<file path="src/rtl/textmode_dspctl_pkg.sv">
// ============================================================================
// Module : textmode_pkg
// Brief  : Shared types and constants for the text-mode display controller.
// Rev    : 1.0  initial release
// ============================================================================
`default_nettype none

package textmode_pkg;

    localparam int c_rows_default = 30;
    localparam int c_cols_default = 80;

    localparam logic [1:0] OP_NOP    = 2'b00;
    localparam logic [1:0] OP_CLEAR  = 2'b01;
    localparam logic [1:0] OP_SCROLL = 2'b10;

    typedef enum logic [2:0] {
        IDLE      = 3'd0,
        BUS_WR    = 3'd1,
        BUS_RD    = 3'd2,
        BUS_RDACK = 3'd3,
        ENG_RD    = 3'd4,
        ENG_WR    = 3'd5,
        ENG_FILL  = 3'd6,
        ENG_DONE  = 3'd7
    } state_t;

    // Scroll moves rows with a read/write pair; the bottom row (and clear) is a plain fill.
    function automatic state_t eng_first_state(input logic scroll, input logic is_last_row);
        return (scroll && !is_last_row) ? ENG_RD : ENG_FILL;
    endfunction

endpackage

`default_nettype wire

</file>
<file path="src/rtl/textmode_dspctl_if.sv">
// ============================================================================
// Module : textmode_dspctl_if
// Brief  : Bus slave handshake between a CPU-side master and the controller.
// Rev    : 1.0  initial release
// ============================================================================
`default_nettype none

interface textmode_dspctl_if;
    logic        bus_stb;
    logic        bus_we;
    logic [11:0] bus_addr;
    logic [15:0] bus_wdata;
    logic [15:0] bus_rdata;
    logic        bus_ack;

    modport master (output bus_stb, bus_we, bus_addr, bus_wdata,
                    input  bus_rdata, bus_ack);
    modport slave  (input  bus_stb, bus_we, bus_addr, bus_wdata,
                    output bus_rdata, bus_ack);
endinterface

`default_nettype wire

</file>
<file path="src/rtl/textmode_dspctl_walker.sv">
// ============================================================================
// Module : textmode_dspctl_walker
// Brief  : Row/column cell counter, column-fastest, with last-cell flag.
// Rev    : 1.0  initial release
// ============================================================================
`default_nettype none

module textmode_dspctl_walker #(
    parameter int ROWS = 30,
    parameter int COLS = 80
) (
    input  wire logic       clk,
    input  wire logic       rst,
    input  wire logic       load,
    input  wire logic       step,
    output logic [4:0]      row,
    output logic [6:0]      col,
    output logic [4:0]      nxt_row,
    output logic [6:0]      nxt_col,
    output logic            last
);
    localparam logic [4:0] c_last_row = 5'(ROWS - 1);
    localparam logic [6:0] c_last_col = 7'(COLS - 1);

    logic [4:0] r_row;
    logic [6:0] r_col;

    always_comb begin
        nxt_row = r_row;
        nxt_col = r_col + 7'd1;
        if (r_col == c_last_col) begin
            nxt_col = 7'd0;
            nxt_row = r_row + 5'd1;
        end
    end

    always_ff @(posedge clk or posedge rst) begin
        if (rst) begin
            r_row <= 5'd0;
            r_col <= 7'd0;
        end else if (load) begin
            r_row <= 5'd0;
            r_col <= 7'd0;
        end else if (step) begin
            r_row <= nxt_row;
            r_col <= nxt_col;
        end
    end

    assign row  = r_row;
    assign col  = r_col;
    assign last = (r_row == c_last_row) && (r_col == c_last_col);

endmodule

`default_nettype wire

</file>
<file path="src/rtl/textmode_dspctl.sv">
// ============================================================================
// Module : textmode_dspctl
// Brief  : Display-memory port-A arbiter: bus slave plus clear/scroll engine.
// Rev    : 1.0  initial release
// ============================================================================
`default_nettype none

module textmode_dspctl
    import textmode_pkg::*;
#(
    parameter int ROWS = c_rows_default,
    parameter int COLS = c_cols_default
) (
    input  wire logic         clk,
    input  wire logic         rst,
    textmode_dspctl_if.slave  bus,
    input  wire logic         cmd_valid,
    input  wire logic [1:0]   cmd_op,
    input  wire logic [15:0]  cmd_fill,
    output logic              cmd_ready,
    output logic              busy,
    output logic              done,
    output logic [4:0]        mem_row,
    output logic [6:0]        mem_col,
    output logic [15:0]       mem_wdata,
    input  wire logic [15:0]  mem_rdata,
    output logic              mem_en,
    output logic              mem_wr
);
    localparam logic [4:0] c_last_row = 5'(ROWS - 1);

    state_t      r_state, w_nxt, w_eng_first, w_bus_state;
    logic        r_busy, r_scroll, r_wsel, r_ack, r_ack_rd, r_done, r_ready;
    logic        r_mem_en, r_mem_wr;
    logic [4:0]  r_mem_row;
    logic [6:0]  r_mem_col;
    logic [15:0] r_mem_wdata, r_fill;

    logic        w_load, w_step, w_last, w_idle, w_boundary, w_eng_scroll, w_cmd_go;
    logic [4:0]  w_row, w_nxt_row, w_eng_row;
    logic [6:0]  w_col, w_nxt_col, w_eng_col;

    textmode_dspctl_walker #(.ROWS(ROWS), .COLS(COLS)) u_walker (
        .clk     (clk),
        .rst     (rst),
        .load    (w_load),
        .step    (w_step),
        .row     (w_row),
        .col     (w_col),
        .nxt_row (w_nxt_row),
        .nxt_col (w_nxt_col),
        .last    (w_last)
    );

    // Cell the engine would issue next: origin on accept, the stepped cell at a
    // boundary, or the held cell when resuming after a bus access.
    assign w_idle       = (r_state == IDLE) || (r_state == ENG_DONE);
    assign w_boundary   = (r_state == ENG_WR) || (r_state == ENG_FILL);
    assign w_eng_row    = w_idle ? 5'd0 : (w_boundary ? w_nxt_row : w_row);
    assign w_eng_col    = w_idle ? 7'd0 : (w_boundary ? w_nxt_col : w_col);
    assign w_eng_scroll = w_idle ? (cmd_op == OP_SCROLL) : r_scroll;
    assign w_eng_first  = eng_first_state(w_eng_scroll, w_eng_row == c_last_row);
    assign w_bus_state  = bus.bus_we ? BUS_WR : BUS_RD;
    assign w_cmd_go     = cmd_valid && ((cmd_op == OP_CLEAR) || (cmd_op == OP_SCROLL));

    always_comb begin
        w_nxt  = r_state;
        w_load = 1'b0;
        w_step = 1'b0;
        case (r_state)
            IDLE, ENG_DONE: begin
                if (bus.bus_stb) begin
                    w_nxt = w_bus_state;
                end else if (w_cmd_go) begin
                    w_load = 1'b1;
                    w_nxt  = w_eng_first;
                end else begin
                    w_nxt = IDLE;
                end
            end
            BUS_WR, BUS_RDACK: w_nxt = r_busy ? w_eng_first : IDLE;
            BUS_RD:            w_nxt = BUS_RDACK;
            ENG_RD:            w_nxt = ENG_WR;
            ENG_WR, ENG_FILL: begin
                if (w_last) begin
                    w_nxt = ENG_DONE;
                end else begin
                    w_step = 1'b1;
                    w_nxt  = bus.bus_stb ? w_bus_state : w_eng_first;
                end
            end
            default:           w_nxt = IDLE;
        endcase
    end

    always_ff @(posedge clk or posedge rst) begin
        if (rst) begin
            r_state     <= IDLE;
            r_busy      <= 1'b0;
            r_scroll    <= 1'b0;
            r_fill      <= 16'h0;
            r_wsel      <= 1'b0;
            r_ack       <= 1'b0;
            r_ack_rd    <= 1'b0;
            r_done      <= 1'b0;
            r_ready     <= 1'b1;
            r_mem_en    <= 1'b0;
            r_mem_wr    <= 1'b0;
            r_mem_row   <= 5'd0;
            r_mem_col   <= 7'd0;
            r_mem_wdata <= 16'h0;
        end else begin
            r_state  <= w_nxt;
            r_ready  <= (w_nxt == IDLE) || (w_nxt == ENG_DONE);
            r_mem_en <= 1'b0;
            r_mem_wr <= 1'b0;
            r_wsel   <= 1'b0;
            r_ack    <= 1'b0;
            r_ack_rd <= 1'b0;
            r_done   <= 1'b0;
            if (w_load) begin
                r_fill   <= cmd_fill;
                r_scroll <= (cmd_op == OP_SCROLL);
                r_busy   <= 1'b1;
            end
            case (w_nxt)
                BUS_WR: begin
                    r_mem_en    <= 1'b1;
                    r_mem_wr    <= 1'b1;
                    r_mem_row   <= bus.bus_addr[11:7];
                    r_mem_col   <= bus.bus_addr[6:0];
                    r_mem_wdata <= bus.bus_wdata;
                    r_ack       <= 1'b1;
                end
                BUS_RD: begin
                    r_mem_en  <= 1'b1;
                    r_mem_row <= bus.bus_addr[11:7];
                    r_mem_col <= bus.bus_addr[6:0];
                end
                BUS_RDACK: begin
                    r_ack    <= 1'b1;
                    r_ack_rd <= 1'b1;
                end
                ENG_RD: begin
                    r_mem_en  <= 1'b1;
                    r_mem_row <= w_eng_row + 5'd1;
                    r_mem_col <= w_eng_col;
                end
                ENG_WR: begin
                    r_mem_en  <= 1'b1;
                    r_mem_wr  <= 1'b1;
                    r_mem_row <= w_row;
                    r_mem_col <= w_col;
                    r_wsel    <= 1'b1;
                end
                ENG_FILL: begin
                    r_mem_en    <= 1'b1;
                    r_mem_wr    <= 1'b1;
                    r_mem_row   <= w_eng_row;
                    r_mem_col   <= w_eng_col;
                    r_mem_wdata <= w_idle ? cmd_fill : r_fill;
                end
                ENG_DONE: begin
                    r_done <= 1'b1;
                    r_busy <= 1'b0;
                end
                default: ;
            endcase
        end
    end

    // Read data only exists in the cycle after the read, so the scroll write and
    // the bus read data are steered straight from the memory port.
    assign mem_wdata     = r_wsel ? mem_rdata : r_mem_wdata;
    assign bus.bus_rdata = r_ack_rd ? mem_rdata : 16'h0;
    assign bus.bus_ack   = r_ack;
    assign mem_en        = r_mem_en;
    assign mem_wr        = r_mem_wr;
    assign mem_row       = r_mem_row;
    assign mem_col       = r_mem_col;
    assign busy          = r_busy;
    assign done          = r_done;
    assign cmd_ready     = r_ready;

endmodule

`default_nettype wire

</file>
<file path="src/flat_wrapper.sv">
// flat-port wrapper written by rule: the top's interface ports become plain ports
module textmode_dspctl_flat import textmode_pkg::*;
#(
    parameter int ROWS = c_rows_default,
    parameter int COLS = c_cols_default
)
  (clk, rst, cmd_valid, cmd_op, cmd_fill, cmd_ready, busy, done, mem_row, mem_col, mem_wdata, mem_rdata, mem_en, mem_wr, bus_bus_stb, bus_bus_we, bus_bus_addr, bus_bus_wdata, bus_bus_rdata, bus_bus_ack);
  textmode_dspctl_if bus_i ();
  input  wire logic clk;
  input  wire logic rst;
  input  wire logic cmd_valid;
  input  wire logic [1:0] cmd_op;
  input  wire logic [15:0] cmd_fill;
  output logic cmd_ready;
  output logic busy;
  output logic done;
  output logic [4:0] mem_row;
  output logic [6:0] mem_col;
  output logic [15:0] mem_wdata;
  input  wire logic [15:0] mem_rdata;
  output logic mem_en;
  output logic mem_wr;
  input wire logic [$bits(bus_i.bus_stb)-1:0] bus_bus_stb;
  input wire logic [$bits(bus_i.bus_we)-1:0] bus_bus_we;
  input wire logic [$bits(bus_i.bus_addr)-1:0] bus_bus_addr;
  input wire logic [$bits(bus_i.bus_wdata)-1:0] bus_bus_wdata;
  output wire logic [$bits(bus_i.bus_rdata)-1:0] bus_bus_rdata;
  output wire logic [$bits(bus_i.bus_ack)-1:0] bus_bus_ack;
  assign bus_i.bus_stb = bus_bus_stb;
  assign bus_i.bus_we = bus_bus_we;
  assign bus_i.bus_addr = bus_bus_addr;
  assign bus_i.bus_wdata = bus_bus_wdata;
  assign bus_bus_rdata = bus_i.bus_rdata;
  assign bus_bus_ack = bus_i.bus_ack;
  textmode_dspctl #(.ROWS(ROWS), .COLS(COLS)) u_core (.clk(clk), .rst(rst), .bus(bus_i), .cmd_valid(cmd_valid), .cmd_op(cmd_op), .cmd_fill(cmd_fill), .cmd_ready(cmd_ready), .busy(busy), .done(done), .mem_row(mem_row), .mem_col(mem_col), .mem_wdata(mem_wdata), .mem_rdata(mem_rdata), .mem_en(mem_en), .mem_wr(mem_wr));
endmodule
</file>
<file path="config.mk">
export PLATFORM = sky130hd
export DESIGN_NAME = textmode_dspctl_flat
export DESIGN_NICKNAME = d
export VERILOG_FILES = /design/src/rtl/textmode_dspctl_pkg.sv /design/src/rtl/textmode_dspctl_if.sv /design/src/rtl/textmode_dspctl_walker.sv /design/src/rtl/textmode_dspctl.sv /design/src/flat_wrapper.sv
export SDC_FILE = /design/constraint.sdc
export NUM_CORES = 1
export LEC_CHECK = 0
export CAP_MARGIN = 15
export CORE_ASPECT_RATIO = 1.1
export CORE_UTILIZATION = 35
export DETAILED_ROUTE_END_ITERATION = 12
export GPL_TIMING_DRIVEN = 1
export PLACE_DENSITY = 0.7
export SETUP_SLACK_MARGIN = 0.5
export SYNTH_ARGS = -nofsm -noshare
export SYNTH_HDL_FRONTEND = slang
export SYNTH_SLANG_ARGS = --single-unit
</file>
<file path="constraint.sdc">
create_clock -name clk -period 4.3 [get_ports clk]
set_input_delay 0.43 -clock clk [delete_from_list [all_inputs] [get_ports clk]]
set_output_delay 0.43 -clock clk [all_outputs]
set_load 0.01 [all_outputs]
</file>
# [Word level (Yosys, flattened, before mapping)]
# Cells that the tools add are included.
[totals] out_inout_bits=50 reg_bits=68
[classes] muxes=38 addsub=3 reduce_logical=23 eq_ne=19
[ops] operator="$mux 16" count=3
[ops] operator="$mux 7" count=5
[ops] operator="$pmux 16 s2" count=1
[ops] operator="$mux 5" count=5
[ops] operator="$eq 3x3->1 const B" count=8
[ops] operator="$pmux 7 s3" count=1
[ops] operator="$pmux 5 s4" count=1
[ops] operator="$mux 3" count=5
[ops] operator="$pmux 3 s5" count=1
[ops] operator="$mux 1" count=14
[ops] operator="$eq 3x2->1 const B" count=4
[ops] operator="$reduce_or 2->1" count=6
[ops] operator="$add 5x1->5 const B" count=2
[ops] operator="$eq 5x5->1 const B" count=2
[ops] operator="$add 7x1->7 const B" count=1
[ops] operator="$eq 7x7->1 const B" count=1
[ops] operator="$eq 3x1->1 const B" count=2
[ops] operator="$logic_not 3->1" count=2
[ops] operator="$reduce_bool 2->1" count=3
[ops] operator="$reduce_or 5->1" count=1
[ops] operator="$logic_or 1x1->1" count=4
[ops] operator="$mux 2" count=2
[ops] operator="$reduce_bool 4->1" count=1
[ops] operator="$logic_and 1x1->1" count=3
[ops] operator="other kinds (5)" count=5

# [Longest topological paths before layout]
# Gate-level depths: netlist of run 1.
[depth] depth_word=14 ltp_mapped=14 ltp_nobuf=12

# [Hierarchy]
# From an unflattened synthesis of run 1, not the netlist that was laid out.
[hier_totals] cells_unflattened=461 hier_area_um2=4367.9
[modules_own_cells] module="textmode_dspctl" instances=1 cells_each=361 seq_area_each_um2=1402.6 area_each_um2=3459.6
[modules_own_cells] module="textmode_dspctl_walker" instances=1 cells_each=100 seq_area_each_um2=300.3 area_each_um2=908.4

# [Worst setup path before layout of run 1]
# No wires, ideal clock.
[synth_timing] path_kind="reg-to-reg" startpoint="reg u_core.u_walker.r_col[0] (netlist: u_core.u_walker.col[0])" endpoint="reg u_core.r_mem_col[2] (netlist: u_core.mem_col[2])" period_less_slack_ns=3.065 setup_slack_ns=1.235 n_path_buf=2 stages_incl_launch_ff=14 setup_time_ns=0.126 arrival_time_ns=2.939 cell_sequence="dfrtp_1 > ha_1 > and3_1 > buf_2 > a41oi_1 > a211oi_1 > inv_1 > ha_1 > o31a_1 > a41o_1 > buf_4 > a21oi_1 > nor2_1 > a221o_1"
[synth_via] elab_chain_cells=14
[synth_rtl] item="start: declaration" line="textmode_dspctl_walker.sv:26" text="logic [6:0] r_col;"
[synth_rtl] item="start signal: assignment" line="textmode_dspctl_walker.sv:46" text="r_col <= nxt_col;"
[synth_rtl] item="$eq 7x7->1" line="textmode_dspctl_walker.sv:31, textmode_dspctl_walker.sv:52"
[synth_rtl] item="$mux 5" line="textmode_dspctl_walker.sv:31" text="if (r_col == c_last_col) begin"
[synth_rtl] item="$mux 5 (2 in a row)" line="textmode_dspctl.sv:59" text="assign w_eng_row = w_idle ? 5'd0 : (w_boundary ? w_nxt_row : w_row);"
[synth_rtl] item="$eq 5x5->1" line="textmode_dspctl.sv:62" text="assign w_eng_first = eng_first_state(w_eng_scroll, w_eng_row == c_last_row);"
[synth_rtl] item="$logic_not 1->1" line="textmode_dspctl_pkg.sv:30" text="return (scroll && !is_last_row) ? ENG_RD : ENG_FILL;"
[synth_rtl] item="$logic_and 1x1->1" line="textmode_dspctl_pkg.sv:30"
[synth_rtl] item="$mux 2" line="textmode_dspctl_pkg.sv:30"
[synth_rtl] item="$mux 3, on equally long branches" line="textmode_dspctl.sv:89, textmode_dspctl.sv:74"
[synth_rtl] item="$mux 3, on equally long branches" line="textmode_dspctl.sv:85, textmode_dspctl.sv:72"
[synth_rtl] item="$pmux 3 s5" line="textmode_dspctl.sv:70" text="case (r_state)"
[synth_rtl] item="$eq 3x3->1 (tied with other cells)" line="textmode_dspctl.sv:126" text="case (w_nxt)"
[synth_rtl] item="$reduce_or 2->1 (no line)"
[synth_rtl] item="$pmux 7 s3 / $reduce_bool 3->1 (equally long branches)"
[synth_rtl] item="end signal: assignment" line="textmode_dspctl.sv:131" text="r_mem_col <= bus.bus_addr[6:0];"
[synth_rtl] item="end signal: assignment" line="textmode_dspctl.sv:138" text="r_mem_col <= bus.bus_addr[6:0];"
[synth_rtl] item="end signal: assignment" line="textmode_dspctl.sv:147" text="r_mem_col <= w_eng_col;"
[synth_rtl] item="end: declaration" line="textmode_dspctl.sv:36" text="logic [6:0] r_mem_col;"
# Several ways; a longest one is shown, not always the timed one.
# A chain may end at the register's enable or synchronous reset.

# [Worst setup path after layout of run 1]
[layout_timing] startpoint="reg u_core.r_state[0]" endpoint="reg u_core.r_mem_col[2] (netlist: u_core.mem_col[2])"
[layout_via] elab_chain_cells=14
[layout_rtl] item="start: declaration" line="textmode_dspctl.sv:32" text="state_t r_state, w_nxt, w_eng_first, w_bus_state;"
[layout_rtl] item="start signal: assignment" line="textmode_dspctl.sv:113" text="r_state <= w_nxt;"
[layout_rtl] item="$eq 3x3->1" line="textmode_dspctl.sv:58, textmode_dspctl.sv:70"
[layout_rtl] item="$logic_or 1x1->1" line="textmode_dspctl.sv:58" text="assign w_boundary = (r_state == ENG_WR) || (r_state == ENG_FILL);"
[layout_rtl] item="$mux 5 (2 in a row)" line="textmode_dspctl.sv:59"
[layout_rtl] item="$eq 5x5->1" line="textmode_dspctl.sv:62"
[layout_rtl] item="$logic_not 1->1" line="textmode_dspctl_pkg.sv:30"
[layout_rtl] item="$logic_and 1x1->1" line="textmode_dspctl_pkg.sv:30"
[layout_rtl] item="$mux 2" line="textmode_dspctl_pkg.sv:30"
[layout_rtl] item="$mux 3, on equally long branches" line="textmode_dspctl.sv:89, textmode_dspctl.sv:74"
[layout_rtl] item="$mux 3, on equally long branches" line="textmode_dspctl.sv:85, textmode_dspctl.sv:72"
[layout_rtl] item="$pmux 3 s5" line="textmode_dspctl.sv:70"
[layout_rtl] item="$eq 3x3->1 (tied with other cells)" line="textmode_dspctl.sv:126"
[layout_rtl] item="$reduce_or 2->1 (no line)"
[layout_rtl] item="$pmux 7 s3 / $reduce_bool 3->1 (equally long branches)"
# Several ways; a longest one is shown, not always the timed one.

==> impl_results.md, run 1 <==
* Status: finished, final reports clean
* Routability Congestion at ~0.87
* Critical Path RT at approximately 4.5 ns
* Total clock sinks at 68
* Synth Instances at between 400 and 500
* Commonest register cell after synthesis: sky130_fd_sc_hd__dfrtp_1
* Synth Cell Area at between 4000 and 5000 sq um
* Row count at 43
* Share of post-route cells with drive strength above 1 at 13.4%
* Port buffer count at 116
* Sequential fraction of the synthesis area at 37.6%
* First-pass GRT wire length at 21.9 mm
* PD cells at approximately 750 nW/um^2
* Boundary Pins at 117
* Number of levels the H-tree was split into at 3
* Clock-pin slew on the worst setup and hold paths at 0.05 ns
* Antenna violation net count after detailed routing at 0
* Static leakage at around 2.5 nW
* Die height at 121 um
* Number of register bits inferred by synthesis at a little under 70
* DRC violations left at 0
* Critical path class: reg -> reg
* VDD IR-drop max at around 0.38 mV
* Worst Setup Start Kind: register
* Critical Path Max Stage Delay at between 0.6 and 0.7 ns
* Ratio of final minimum period to clock period at 80.8%
* Share of async-settable or async-resettable flops after synthesis at between 90% and 100%
* Worst clock skew at 0.00604 ns
* Signed area change from the synthesized netlist to the final layout at 34.7%
* Number of antenna diodes at 0
* Number of synthesized flops with an enable pin at 0
* Worst skew pair latency at 0.34 ns
* Post-synthesis cell type count at ~80
* Worst reg2reg path endpoint: u_core.mem_col[2]
* Largest net degree at the start of global routing at 69
* Worst r2r src: u_core.r_state[0]
* WP data arrival at 3.69 ns
* Max transition margin at between 40% and 50%
* Average wire length per cell after detail routing at about 18 um
* CTS Hold Buffers Added at 0
* Final Max Slew Viols at 0
* Worst hold start: u_core.r_fill[1]
* Syn_nets at 572
* Full die area at between 10000 and 15000 sq um
* GRT Resource Usage Total at between 20% and 30%
* Final hold violation count at 0
* Post-CTS setup-driven buffer insertion count at 0
* DIE WIDTH at about 110 um
* Final TNS setup at 0 ns
* FF-to-FF setup slack at a little over 0.8 ns
* CTS tree: done
* Number of global-route vias before repair at 4314
* Number of vias in the routed layout at around 4300
* Via/cell ratio at roughly 5.7
* Sequence of cells on the critical path: a21boi_0 > a41oi_1 > a211oi_1 > inv_1 > ha_1 > o31a_1 > a41o_1 > a21oi_1 > nor2_1 > a221o_1
* Area of the core at between 10000 and 15000 sq um
* Tightest Pin Transition at ~0.9 ns
* Effective utilization at floorplan at between 30% and 40%
* Kind of capture point of the worst setup path: register
* Count of nets after finishing at 671
* Max-cap check violation count at 0
* Mean area per synthesized cell at slightly above 9 sq um
* Class of the most critical hold timing path: reg -> reg
* Antenna violations before repair at 0
* CTS Root Cell: sky130_fd_sc_hd__clkbuf_16
* First-pass iteration count of the detailed router at 5
* Drt initial violations at around 260
* Slowest stage cell, crit path: sky130_fd_sc_hd__dfrtp_1
* Unrepaired setup endpoints after global routing: no
* Synthesis warning total at 0
* F_max at about 290 MHz
* End of the critical path: u_core.mem_col[2]
* Worst-case hold slack at about 0.47 ns
* DPL Wire Length at between 10 and 15 mm
* Count of cells along the worst register-to-register path at 10
* Final setup violation count at 0
* Quantity of gates resized following cts at 0
* Total congestion overflow after global routing at 0
* Total detailed-routing wirelength at roughly 14 mm
* Num CTS Buffers at 9
* Worst Setup SP: u_core.r_state[0]
* Maximum fanout along the worst path at 23
* Final period demand of the worst path at ~3.5 ns
* Deepest clock path buffer count at 2
-- state kept, by name (all words and copies together), names as in the netlist --
signal / count
u_core.u_walker.col: 7
u_core.mem_en: 1
u_core.mem_row: 5
u_core.done: 1
u_core.r_ack_rd: 1
u_core.r_wsel: 1
u_core.mem_wr: 1
u_core.r_mem_wdata: 16
u_core.r_scroll: 1
u_core.busy: 1
u_core.cmd_ready: 1
u_core.u_walker.row: 5
u_core.r_fill: 16
u_core.bus.bus_ack: 1
u_core.r_state: 3
u_core.mem_col: 7
-- cells in the mapped netlist (3+ instances only) --
master | instances | area share [%]
sky130_fd_sc_hd__nor2_1 | 23 | 1.9
sky130_fd_sc_hd__o22ai_1 | 3 | 0.41
sky130_fd_sc_hd__nand2_2 | 4 | 0.55
sky130_fd_sc_hd__a21oi_1 | 16 | 1.8
sky130_fd_sc_hd__nand2_1 | 84 | 7.0
sky130_fd_sc_hd__o41ai_1 | 3 | 0.58
sky130_fd_sc_hd__o21ai_0 | 29 | 3.2
sky130_fd_sc_hd__inv_1 | 11 | 0.91
sky130_fd_sc_hd__o221a_2 | 6 | 1.5
sky130_fd_sc_hd__nand4_1 | 7 | 0.97
sky130_fd_sc_hd__ha_1 | 6 | 1.7
sky130_fd_sc_hd__mux2i_1 | 17 | 3.8
sky130_fd_sc_hd__nor3b_1 | 3 | 0.50
sky130_fd_sc_hd__a211oi_1 | 5 | 0.83
sky130_fd_sc_hd__nor4_1 | 4 | 0.55
sky130_fd_sc_hd__and2_1 | 18 | 2.5
sky130_fd_sc_hd__o2111ai_1 | 3 | 0.58
sky130_fd_sc_hd__nand2b_1 | 7 | 0.97
sky130_fd_sc_hd__a22oi_1 | 8 | 1.3
sky130_fd_sc_hd__a31oi_1 | 3 | 0.41
sky130_fd_sc_hd__and3_1 | 6 | 0.83
sky130_fd_sc_hd__dfrtp_1 | 67 | 37
sky130_fd_sc_hd__buf_4 | 3 | 0.50
sky130_fd_sc_hd__buf_2 | 16 | 1.8
sky130_fd_sc_hd__o221a_1 | 10 | 2.5
sky130_fd_sc_hd__clkbuf_1 | 14 | 1.2
sky130_fd_sc_hd__o311ai_0 | 4 | 0.77
sky130_fd_sc_hd__mux2_2 | 17 | 4.2
sky130_fd_sc_hd__mux2_4 | 5 | 1.7
sky130_fd_sc_hd__nor3_1 | 9 | 1.0
sky130_fd_sc_hd__nand3_1 | 27 | 3.0
-- logic make-up (layout without fill, tap and decap cells) --
group / after synthesis / in the layout / share of synthesized area, %
AOI/OAI and AO/OA: 123 / 123 / 22.0
xor gates and xnor gates: 1 / 1 / 0.194
adders and majority gates: 7 / 7 / 1.88
buffers and inverters: 49 / 153 / 4.98
DFF: 68 / 68 / 37.6
muxes: 39 / 39 / 9.65
and+or+nand+nor: 212 / 212 / 23.7
-- stage by stage --
step                      power [W]  cell area, sq um  util, %  std cells  setup slack, ns
final                       0.00456              6090     48.4        760            0.825
after floorplan             0.00291              4520        -        499             1.23
after CTS                   0.00456              6090     48.4        760            0.772
after global placement      0.00370              5780     45.9        744            0.856
after global routing        0.00487              6090     48.4        760            0.544
after detailed placement    0.00379              5780     45.9        744            0.737
-- area by class of cell --
class	count	area (sq um)
clock inverter	5	60.1
tap	157	196
clock buffer	11	253
timing repair buffer	124	1220
inverter	13	51.3
multi-input combinational	382	2610
sequential	68	1700
fill	1212	6500
-- critical path, delay by kind of cell, from the launching register on --
kind	cells	cell delay [ns]
buffers and inverters	1	0.12
and+or+nand+nor	1	0.08
AOI/OAI and AO/OA	7	2.31
adders and majority gates	1	0.20
DFF	1	0.63
-- routing by layer --
layer	global-route usage, %	part of all wire [%]	vias to the layer above
met5	0	0	-
met2	34.4	48	154
li1	-	-	2043
met1	28.2	44	2086
met4	9.29	2.6	0
met3	2.47	5.3	27
-- cell usage in the layout (no fill, tap or decap), drive strengths merged, types with 6 or more instances in the layout --
cell           count
nand3             28
buf                8
nand2             88
a21oi             17
mux2              22
o21ai             31
inv               12
and2              18
o221a             16
clkdlybuf4s50    116
mux2i             17
clkbuf            11
and3               6
nor3               9
nand4              7
a211oi             7
a22oi              8
nand2b             7
nor2              23
ha                 6
dfrtp             67
-- power by group --
| part | leakage [nW] | switching, W | internal (W) |
|---|---|---|---|
| Clock | 0.152 | 0.000285 | 0.000481 |
| Sequential | 0.833 | 0.000318 | 0.000939 |
| Combinational | 1.50 | 0.00131 | 0.00123 |
-- worst min path at each step --
stage | slack [ns] | end | cells past startpoint
floorplan | 0.45 | u_core.r_fill[0] | 2
global placement | 0.46 | u_core.r_fill[5] | 2
detailed placement | 0.46 | u_core.r_fill[15] | 2
CTS | 0.48 | u_core.r_fill[11] | 2
global route | 0.49 | u_core.r_fill[3] | 2
finish | 0.47 | u_core.r_fill[1] | 2
Power figures use the tool's default switching activity.
==> run 2, diff against run 1 <==
clock period = 3.2 ns   (was 4.3 ns; I/O delays follow)
==> impl_results.md, run 2 (synthesis gave the netlist of run 1 again) <==
* Status: finished, final reports clean (unchanged)
* Final standard cell count with taps included and fillers excluded at 812 (was 760)
* Die height at 121 um (unchanged)
* Sequence of cells on the critical path: or3b_4 > buf_4 > o31ai_4 > a221oi_2 > ha_1 > o31a_1 > a41oi_2 > o21ai_2 > o21ai_4 > inv_6 > mux2_4 (was a21boi_0 > a41oi_1 > a211oi_1 > inv_1 > ha_1 > o31a_1 > a41o_1 > a21oi_1 > nor2_1 > a221o_1)
* Final period demand of the worst path at 2.76 ns (was 3.47 ns)
* Total detailed-routing wirelength at 14.7 mm (was 13.6 mm)
* Number of global-route vias before repair at 4366 (was 4314)
* Antenna violation net count after detailed routing at 0 (unchanged)
* Routability Congestion at 0.895 (was 0.867)
* DPL Wire Length at 10.2 mm (was 10.0 mm)
* Final Max Slew Viols at 0 (unchanged)
* Full die area at 13400 sq um (unchanged)
* Most frequent standard cell in the layout excluding fill and tap cells: sky130_fd_sc_hd__clkdlybuf4s50_1 (unchanged)
* Critical Path RT at 3.42 ns (was 4.52 ns)
* Final hold violation count at 0 (unchanged)
* Path length in cells of the critical path at 11 (was 10)
* GR Layer Usage met3 at 2.90% (was 2.47%)
* Count of cells along the worst register-to-register path at 11 (was 10)
* CTS tree: done (unchanged)
* Number of antenna diodes at 0 (unchanged)
* Drt initial violations at 263 (was 255)
* Multi-input gate area in the final layout at 2840 sq um (was 2610 sq um)
* Average wire length per cell after detail routing at 18.1 um (was 17.9 um)
* First-pass GRT wire length at 22.5 mm (was 21.9 mm)
* Worst reg2reg path endpoint: u_core.mem_col[4] (was u_core.mem_col[2])
* Deepest clock path buffer count at 2 (unchanged)
* Total non-filler cell area in the finished layout at 6800 sq um (was 6090 sq um)
* Number of vias in the routed layout at 4558 (was 4310)
* Cells after DPL at 768 (was 744)
* VDD IR-drop max at 0.422 mV (was 0.376 mV)
* Signed area change from the synthesized netlist to the final layout at 50.4% (was 34.7%)
* Worst clock skew at 0.0128 ns (was 0.00604 ns)
* Critical path class: reg -> reg (unchanged)
* Final TNS setup at 0 ns (unchanged)
* Total congestion overflow after global routing at 0 (unchanged)
* Row count at 43 (unchanged)
* Fill count at 1135 (was 1212)
* Max transition margin at 47.3% (was 40.7%)
* PD cells at 1050 nW/um^2 (was 749 nW/um^2)
* DIE WIDTH at 110 um (unchanged)
* Clock-pin slew on the worst setup and hold paths at 0.06 ns (was 0.05 ns)
* Unrepaired setup endpoints after global routing: yes (was no)
* Met1 Use GR at 29.6% (was 28.2%)
* Post-placement setup slack at 0.129 ns (was 0.737 ns)
* Storage element area at 1710 sq um (was 1700 sq um)
* Ratio of final minimum period to clock period at 86.2% (was 80.8%)
* Slowest stage cell, crit path: sky130_fd_sc_hd__dfrtp_2 (was sky130_fd_sc_hd__dfrtp_1)
* Kind of cell adding the most delay to the critical path: compound AO/OA/AOI/OAI gates (unchanged)
* WP data arrival at 2.98 ns (was 3.69 ns)
* Highest-count cells in the layout ignoring fill and taps: 116 x sky130_fd_sc_hd__clkdlybuf4s50_1, 83 x sky130_fd_sc_hd__nand2_1, 60 x sky130_fd_sc_hd__dfrtp_1, 54 x sky130_fd_sc_hd__buf_4, 27 x sky130_fd_sc_hd__o21ai_0 (was 116 x sky130_fd_sc_hd__clkdlybuf4s50_1, 84 x sky130_fd_sc_hd__nand2_1, 67 x sky130_fd_sc_hd__dfrtp_1, 29 x sky130_fd_sc_hd__o21ai_0, 27 x sky130_fd_sc_hd__nand3_1)
* Static leakage at 2.81 nW (was 2.49 nW)
* Worst Setup Start Kind: register (unchanged)
* DRC violations left at 0 (unchanged)
* Port buffer count at 116 (unchanged)
* Worst r2r src: u_core.u_walker.col[4] (was u_core.r_state[0])
* Area of the core at 12600 sq um (unchanged)
* CTS Root Cell: sky130_fd_sc_hd__clkbuf_16 (unchanged)
* Antenna violations before repair at 0 (unchanged)
* Num CTS Buffers at 9 (unchanged)
* Biggest registers after layout: u_core.r_fill (16), u_core.r_mem_wdata (16) (unchanged)
* Kind of capture point of the worst setup path: register (unchanged)
* Share of post-route cells with drive strength above 1 at 24.9% (was 13.4%)
* Boundary Pins at 117 (unchanged)
* First-pass iteration count of the detailed router at 7 (was 5)
* Number of levels the H-tree was split into at 3 (unchanged)
* Total clock sinks at 68 (unchanged)
* Maximum fanout along the worst path at 7 (was 23)
* Final setup violation count at 0 (unchanged)
* Area after DPL at 6030 sq um (was 5780 sq um)
* Tightest Pin Transition at 0.788 ns (was 0.885 ns)
* Worst skew pair latency at 0.34 ns (about the same)
* CP bufs+invs at 2 (was 1)
* Met2 Track Usage GR at 35.2% (was 34.4%)
* GRT Resource Usage Total at 22.2% (was 21.2%)
* Final WS setup at 0.441 ns (was 0.825 ns)
* Count of nets after finishing at 723 (was 671)
* Class of the most critical hold timing path: in -> async (was reg -> reg)
* Global-route layer with the greatest usage: met2 (unchanged)
* F_max at 362 MHz (was 288 MHz)
* FF-to-FF setup slack at 0.44 ns (was 0.83 ns)
* Max-cap check violation count at 0 (unchanged)
* Effective utilization at floorplan at 35.9% (unchanged)
* Via/cell ratio at 5.61 (was 5.67)
* Largest net degree at the start of global routing at 34 (was 69)
* Critical Path Max Stage Delay at 0.43 ns (was 0.63 ns)
-- run 2: cell types whose count changed in the layout (fill, tap and decap cells not counted), moves of 3 or more --
cell / delta
sky130_fd_sc_hd__dfrtp_2: +6
sky130_fd_sc_hd__bufinv_16: +3
sky130_fd_sc_hd__buf_4: +46
sky130_fd_sc_hd__buf_6: +4
sky130_fd_sc_hd__dfrtp_1: -7
sky130_fd_sc_hd__ha_1: -3
-- run 2: layer usage --
metal	routed length [um]	vias up	share of wire, %
met3	859	34	5.8
met5	0	-	0
met4	459	0	3.1
met1	6450	2193	44
met2	6920	176	47
li1	-	2155	-
-- run 2: worst register-to-register path, stage by stage (launching register included) --
cell	delay, ns
sky130_fd_sc_hd__dfrtp_2	0.43
sky130_fd_sc_hd__or3b_4	0.43
sky130_fd_sc_hd__buf_4	0.16
sky130_fd_sc_hd__o31ai_4	0.24
sky130_fd_sc_hd__a221oi_2	0.12
sky130_fd_sc_hd__ha_1	0.22
sky130_fd_sc_hd__o31a_1	0.15
sky130_fd_sc_hd__a41oi_2	0.21
sky130_fd_sc_hd__o21ai_2	0.11
sky130_fd_sc_hd__o21ai_4	0.19
sky130_fd_sc_hd__inv_6	0.09
sky130_fd_sc_hd__mux2_4	0.31
-- run 2: report_power, final --
| part | internal (W) | switching (W) | total [W] |
|---|---|---|---|
| Sequential | 0.00127 | 0.000374 | 0.00165 |
| Combinational | 0.00217 | 0.00211 | 0.00428 |
| Clock | 0.000843 | 0.000388 | 0.00123 |
-- run 2: timing repair --
item | in CTS | in global routing
hold buffers | 0 | 0
setup buffers | 16 | 10
gates cloned | 2 | 0
hold endpoints to repair | 0 | 0
gates resized for setup | 27 | 21
endpoints found under the setup margin | 32 | 30
pin swaps | 11 | 7
-- run 2: area by class of cell --
cell class,instances,area share (%)
multi-input cells,383,41.8
repair buffers,175,24.0
well taps,157,2.89
clock buffers,10,3.37
flip-flops and latches,68,25.2
inverters,13,0.791
clock inverters,6,2.00
-- run 2: per-stage QoR --
| step | util (%) | total power [W] | hold slack [ns] |
|---|---|---|---|
| 4_1_cts | 52.7 | 0.00691 | 0.458 |
| 3_5_place_dp | 47.9 | 0.00536 | 0.462 |
| 5_1_grt | 54.0 | 0.00760 | 0.493 |
| 6_report | 54.0 | 0.00716 | 0.426 |
| 3_3_place_gp | 47.9 | 0.00526 | 0.457 |
| 2_1_floorplan | - | 0.00398 | 0.425 |
-- run 2: worst max path at each step --
stage	startpoint	to	slack (ns)
3_5_place_dp	cmd_op[0]	u_core.mem_col[3]	0.13
5_1_grt	u_core.u_walker.col[5]	u_core.mem_col[2]	0.28
4_1_cts	u_core.u_walker.col[4]	u_core.mem_col[3]	0.45
3_3_place_gp	u_core.u_walker.row[0]	u_core.mem_col[6]	0.24
6_report	u_core.u_walker.col[4]	u_core.mem_col[4]	0.44
2_1_floorplan	u_core.u_walker.col[5]	u_core.mem_col[1]	0.38
